## config.mk

```make
export PLATFORM = sky130hd
export DESIGN_NAME = simple_2_pack
export DESIGN_NICKNAME = d
export VERILOG_FILES = /design/src/rtl/simple_pkg.sv /design/src/rtl/simple_2_pack.sv
export SDC_FILE = /design/constraint.sdc
export NUM_CORES = 1
export LEC_CHECK = 0
export BUFFER_PORTS_ARGS = -buffer_cell sky130_fd_sc_hd__clkbuf_2
export CORE_MARGIN = 1.5
export CORE_UTILIZATION = 38
export DETAILED_ROUTE_END_ITERATION = 8
export GPL_ROUTABILITY_DRIVEN = 0
export MAX_ROUTING_LAYER = met4
export PLACE_DENSITY = 0.69
export SETUP_SLACK_MARGIN = 0.3
export SYNTH_ARGS = -nofsm -noshare
export SYNTH_HDL_FRONTEND = slang
export SYNTH_SLANG_ARGS = --single-unit
```

## constraint.sdc

```tcl
create_clock -name clk -period 2.52 [get_ports clk]
set_input_delay 0.378 -clock clk [delete_from_list [all_inputs] [get_ports clk]]
set_output_delay 0.378 -clock clk [all_outputs]
set_load 0.005 [all_outputs]
```

## src/rtl/simple_pkg.sv

```systemverilog
`default_nettype none
// ============================================================================
// Module   : simple_pkg
// Purpose  : Beat-width default and beat-count width helper for the simple_* stages.
// Revision : 1.0 - initial release
// ============================================================================
package simple_pkg;

  // Beat width of the xor/and stage output that the packer consumes.
  localparam int BEAT_W = 2;

  function automatic int cnt_width(input int n);
    return $clog2(n + 1);
  endfunction

endpackage
`default_nettype wire

```

## src/rtl/simple_2_pack.sv

```systemverilog
`default_nettype none
// ============================================================================
// Module   : simple_2_pack
// Purpose  : Packs N consecutive W-bit beats into one N*W-bit word, valid/ready.
// Revision : 1.0 - initial release
// ============================================================================
module simple_2_pack
  import simple_pkg::*;
#(
  parameter int  W  = BEAT_W,
  parameter int  N  = 4,
  localparam int CW = cnt_width(N)
) (
  input  logic           clk,
  input  logic           rst,
  input  logic [W-1:0]   in_data,
  input  logic           in_last,
  input  logic           in_valid,
  output logic           in_ready,
  output logic [N*W-1:0] out_data,
  output logic [CW-1:0]  out_beats,
  output logic           out_last,
  output logic           out_valid,
  input  logic           out_ready
);

  localparam int            c_word_w  = N * W;
  localparam logic [CW-1:0] c_n_beats = CW'(N);

  logic [c_word_w-1:0] r_buf;
  logic [CW-1:0]       r_cnt;
  logic                r_full;
  logic                r_last;

  logic          w_acc;
  logic          w_drn;
  logic [CW-1:0] w_cnt_nxt;

  // A held word may drain and admit a new beat in the same cycle.
  assign in_ready  = !r_full || out_ready;
  assign w_acc     = in_valid && in_ready;
  assign w_drn     = r_full && out_ready;
  assign w_cnt_nxt = r_cnt + 1'b1;

  always_ff @(posedge clk) begin
    if (rst) begin
      r_buf  <= '0;
      r_cnt  <= '0;
      r_full <= 1'b0;
      r_last <= 1'b0;
    end else if (!r_full) begin
      if (w_acc) begin
        r_buf[int'(r_cnt)*W +: W] <= in_data;
        r_cnt                     <= w_cnt_nxt;
        if ((w_cnt_nxt == c_n_beats) || in_last) begin
          r_full <= 1'b1;
          r_last <= in_last;
        end
      end
    end else if (w_drn) begin
      if (w_acc) begin
        // Overwrite the whole word so earlier slots read back as zero padding.
        r_buf  <= c_word_w'(in_data);
        r_cnt  <= CW'(1);
        r_full <= (N == 1) || in_last;
        r_last <= in_last;
      end else begin
        r_buf  <= '0;
        r_cnt  <= '0;
        r_full <= 1'b0;
        r_last <= 1'b0;
      end
    end
  end

  assign out_data  = r_buf;
  assign out_beats = r_cnt;
  assign out_valid = r_full;
  assign out_last  = r_last;

endmodule
`default_nettype wire

```

==> results of run 1 <==
-- state kept, by name, indices dropped and copies added (netlist names) --
register,count
out_valid,1
out_last,1
out_beats,3
out_data,8
-- worst max-delay path by stage --
stage	start	to	slack, ns	cells past startpoint
finish	out_beats[0]	out_data[0]	0.54	7
global route	out_beats[0]	out_data[1]	0.42	7
CTS	out_beats[0]	out_data[1]	0.40	7
detailed placement	out_beats[0]	out_data[1]	0.41	7
global placement	out_beats[0]	out_data[0]	0.46	7
floorplan	out_beats[0]	out_data[0]	0.56	7
-- critical path, stage by stage (launching register included) --
cell,delay (ns)
dfxtp_2,0.43
inv_1,0.15
ha_1,0.23
ha_1,0.35
nor2_1,0.16
nand3_1,0.09
o31a_1,0.25
a22o_1,0.22
-- layer usage --
metal  routed length (µm)  up-vias  global-route usage, %
met3                   80        4                  4.706
met5                    0        -                      -
li1                     -      336                      -
met4                   24        0                  8.333
met2                  678       18                  21.67
met1                  714      299                  18.59
-- logic make-up after synthesis --
family / synth area share, %
simple gates: 26.42
compound gates: 18.48
flops: 35.92
buf+inv: 4.316
fa+ha+maj: 12.09
mux: 2.763
-- metrics by stage --
stage / hold slack (ns) / setup WS [ns] / utilization (%)
after global routing: 0.3417 / 0.4206 / 49.15
after CTS: 0.3361 / 0.3953 / 49.08
after detailed placement: 0.4744 / 0.4069 / 47.59
final: 0.3445 / 0.5354 / 49.15
after global placement: 0.4573 / 0.4627 / 47.59
after floorplan: 0.4469 / 0.5566 / -
-- Yosys cell counts, drive strengths merged --
cell      n
buf       2
nand4b    2
a21oi     7
nand2     4
inv       4
mux2i     2
nor2b     2
nor4b     4
dfxtp    13
nand4     1
nand2b    3
a31oi     2
nand3     4
ha        7
o21ai     4
a22oi     1
a2111oi   1
nor2     13
a22o      2
clkbuf    1
o31a      3
-- cell type report --
class                      instances  area [µm²]
tap                               25       31.28
fill                             203       897.1
timing repair buffer              20       100.1
sequential                        13       261.5
clock buffer                       4       26.28
inverter                           4       15.01
multi-input combinational         62       432.9
-- report_power, final --
group / internal (mW) / total, mW / switching (mW)
combinational: 0.0325 / 0.0770 / 0.0444
sequential: 0.213 / 0.223 / 0.0104
clock: 0.0616 / 0.135 / 0.0737
==> metrics.yaml, run 1 <==
hold_path:
  hold_end: "out_data[0]"
  worstHoldPathCells: 2
  min-delay-start: "in_data[0]"
  min_path_type: "in2reg"
placement:
  place_area_um2: 839.6
  port_buffers: 20
  numPlacedInstances: 124
  hpwl_um: 1123
worst_setup_path:
  reg2reg_slack_ns: 0.54
  end_kind: "flop"
  setup.worst_path.class: "reg2reg"
  r2r-start: "out_beats[0]"
  startpoint_type: "flop"
  r2r_cells: 7
  timing.critical_path.fanout_max: 9
  r2r_end: "out_data[0]"
  critPathRequiredTime_ns: 2.70
  arrival_ns: 2.17
clocking:
  cts-root-buf: "clkbuf_4"
  clk_path_buf_depth: 2
  ctsHoldBuffers: 0
  cts.sink_count: 13
  cts_tree: "yes"
  path_clk_slew_ns: 0.08
  cts_made_buffers: 3
  cts_max_level: 1
  cts_resized: 0
  postCtsSetupBuffers: 0
  clock_latency_ns: 0.28
power:
  ir_drop_v: 0.0002347
  power_leakage_nw: 0.3861
  design_power_total_mw: 0.4353
  power_density_nw_per_um2: 502.0
sta:
  min_period_ns: 1.985
  setup_viol_count_final: 0
  post-route-period-util_pct: 78.75
  finalClockSkew_ns: 0.0008067
  relSlewSlack_pct: 75.89
  rsz0062_at_grt: "false"
  fin_setup_tns_ns: 0
  tightest_slew_ns: 0.3611
  slew_violations: 0
  max_freq_ghz: 0.5039
  final-hold-violation-count: 0
global_route:
  grt_pass1_wl_um: 2187
  antenna_found_initial: 0
  grt_start_max_net_pins: 14
  grt_pass1_vias: 532
  grt_overflow: 0
  grt.total_usage_pct: 15.08
drt:
  drt_iter0_markers: 16
  vias_per_cell: 5.133
  routed_wl_um: 1498
  drc_errors: 0
  ant_nets: 0
  detail_route.wl_per_cell_um: 11.70
  num_vias: 657
  firstDrtPassIters: 4
floorplan:
  row_count: 15
  coreArea_um2: 1764
  die_w_um: 46.66
  dieArea_um2: 2177
  io_pins: 21
  start_util_pct: 41.06
  die_h_um: 46.66
finish:
  final_cell_mix: "20 x clkbuf_2, 12 x nor2_1, 12 x dfxtp_1, 7 x a21oi_1, 7 x ha_1"
  area_growth_pct: 19.69
  layout.nets: 118
  final_cells: 128
  antenna-diode-count: 0
  final_common_cell: "clkbuf_2"
  final_cell_area_um2: 867.1
  drive_gt1_share_pct: 26.21
synth:
  yosysWarnings: 0
  synthTopCellsByArea: "dfxtp_1 36%, ha_1 12%, nor2_1 6.2%, a21oi_1 4.8%, nor4b_1 4.8%"
  yosysTopAreaCell: "dfxtp_1"
  synth_top_area_share_pct: 35.92
  syn_inst: 82
  netlist_area_um2: 724.4
  synth.avg_cell_area_um2: 8.835
  synth_cell_types: 25
  ys_ff_latch: 13
  syn_nets: 96
  seq_area_frac_synth_pct: 35.92
outcome:
  status: "finished clean"
run:
  maxCapViolCount: 0
Power figures use the tool's default switching activity.
==> run 2, diff against run 1 <==
PLACE_DENSITY = 0.71   (was 0.69)
clock period = 1.6 ns   (was 2.52 ns; I/O delays follow)
==> metrics.yaml, run 2 (synthesis gave the netlist of run 1 again) <==
worst_setup_path:
  worst-path-buf-inv: 2
  critPathRequiredTime_ns: 1.82
  arrival_ns: 1.78
  crit_slowest_cell: "dfxtp_4"
  startpoint_type: "flop"
  timing.critical_path.fanout_max: 3
  setup.worst_path.class: "reg2reg"
  path_delay_family: "simple AND/OR/NAND/NOR gates"
  path_cells: "inv_4, ha_4, ha_4, buf_6, nand4b_4, nor4b_2, a31oi_1, nor2_1"
  cpMostUsedCell: "ha_4"
  max_stage_delay_ns: 0.37
  end_kind: "flop"
finish:
  area_growth_pct: 41.45
  final_util_pct: 58.09
  largest_register_ffs: 8
  drive_gt1_share_pct: 45.05
  final_cell_mix: "20 x clkbuf_2, 11 x nor2_1, 9 x dfxtp_1, 7 x a21oi_1, 6 x buf_4"
  layout.nets: 126
  antenna-diode-count: 0
  final_common_cell: "clkbuf_2"
drt:
  firstDrtPassIters: 4
  drc_errors: 0
  vias_per_cell: 5.147
  drt_iter0_markers: 17
  detail_route.wl_per_cell_um: 13.01
  num_vias: 700
  routed_wl_um: 1770
  ant_nets: 0
floorplan:
  dieArea_um2: 2177
  start_util_pct: 41.06
  die_h_um: 46.66
  io_pins: 21
  row_count: 15
  coreArea_um2: 1764
  die_w_um: 46.66
power:
  power_leakage_nw: 0.4465
  ir_drop_v: 0.0004232
  power_density_nw_per_um2: 738.9
  design_power_total_mw: 0.7572
sta:
  final-hold-violation-count: 0
  rsz0062_at_grt: "true"
  max_freq_ghz: 0.6387
  slew_violations: 0
  setup_slack_ns: 0.03443
  min_period_ns: 1.566
  tightest_slew_ns: 0.3023
  relSlewSlack_pct: 79.81
  setup_viol_count_final: 0
  fin_setup_tns_ns: 0
  post-route-period-util_pct: 97.85
  finalClockSkew_ns: 0.001135
clocking:
  cts_made_buffers: 3
  clk_path_buf_depth: 2
  cts-root-buf: "clkbuf_4"
  path_clk_slew_ns: 0.08
  cts_tree: "yes"
  cts.sink_count: 13
  clock_latency_ns: 0.28
  cts_max_level: 1
global_route:
  grt_pass1_wl_um: 2649
  grt_overflow: 0
  grt.total_usage_pct: 18.49
  grt_start_max_net_pins: 14
  antenna_found_initial: 0
  grt_pass1_vias: 587
placement:
  hpwl_um: 1268
  port_buffers: 20
  place_ws_ns: 0.03333
run:
  maxCapViolCount: 0
hold_path:
  min_path_type: "in2reg"
outcome:
  status: "finished clean"
run 2: per-stage QoR:
step                instance area (µm²)  hold WS, ns  cells
floorplan                         765.7       0.2996     82
detailed placement                918.4       0.4749    129
global placement                  918.4       0.4584    129
CTS                               985.9       0.1995    135
global route                       1025       0.2002    136
finish                             1025       0.2015    136
run 2: report_power, final:
part / leakage (nW) / internal (mW) / switching, mW / total [mW]
sequential: 0.108 / 0.333 / 0.00983 / 0.343
clock: 0.0150 / 0.0968 / 0.117 / 0.213
combinational: 0.323 / 0.0958 / 0.105 / 0.201
total: 0.446 / 0.526 / 0.231 / 0.757
run 2: worst paths after layout:
check	startpoint	end	slack (ns)	cells after the start
setup / recovery	out_beats[1]	out_data[6]	0.03	8
hold / removal	in_data[1]	out_data[1]	0.20	2
setup reg to reg	out_beats[1]	out_data[6]	0.03	8
hold reg to reg	out_last	out_last	0.49	2
run 2: final cells by class:
cell class | count | area (µm²)
Timing Repair Buffer | 28 | 167.7
Tap cell | 25 | 31.28
Clock buffer | 4 | 26.28
Sequential cell | 13 | 272.8
Inverter | 4 | 20.02
Fill cell | 168 | 739.5
Multi-Input combinational cell | 62 | 506.7
run 2: layer usage:
metal / vias to the layer above / GRT usage [%] / part of all wire (%)
met3: 4 / 5.882 / 3.6
met2: 13 / 26.39 / 47
met5: - / - / 0
met4: 0 / 8.333 / 1.5
li1: 358 / - / -
met1: 325 / 23.65 / 48
run 2: timing repair:
action	in CTS	in global routing
hold buffers	0	0
endpoints found under the setup margin	11	12
pin swaps	4	8
gates cloned	0	0
resized for setup	8	8
buffers inserted	2	1
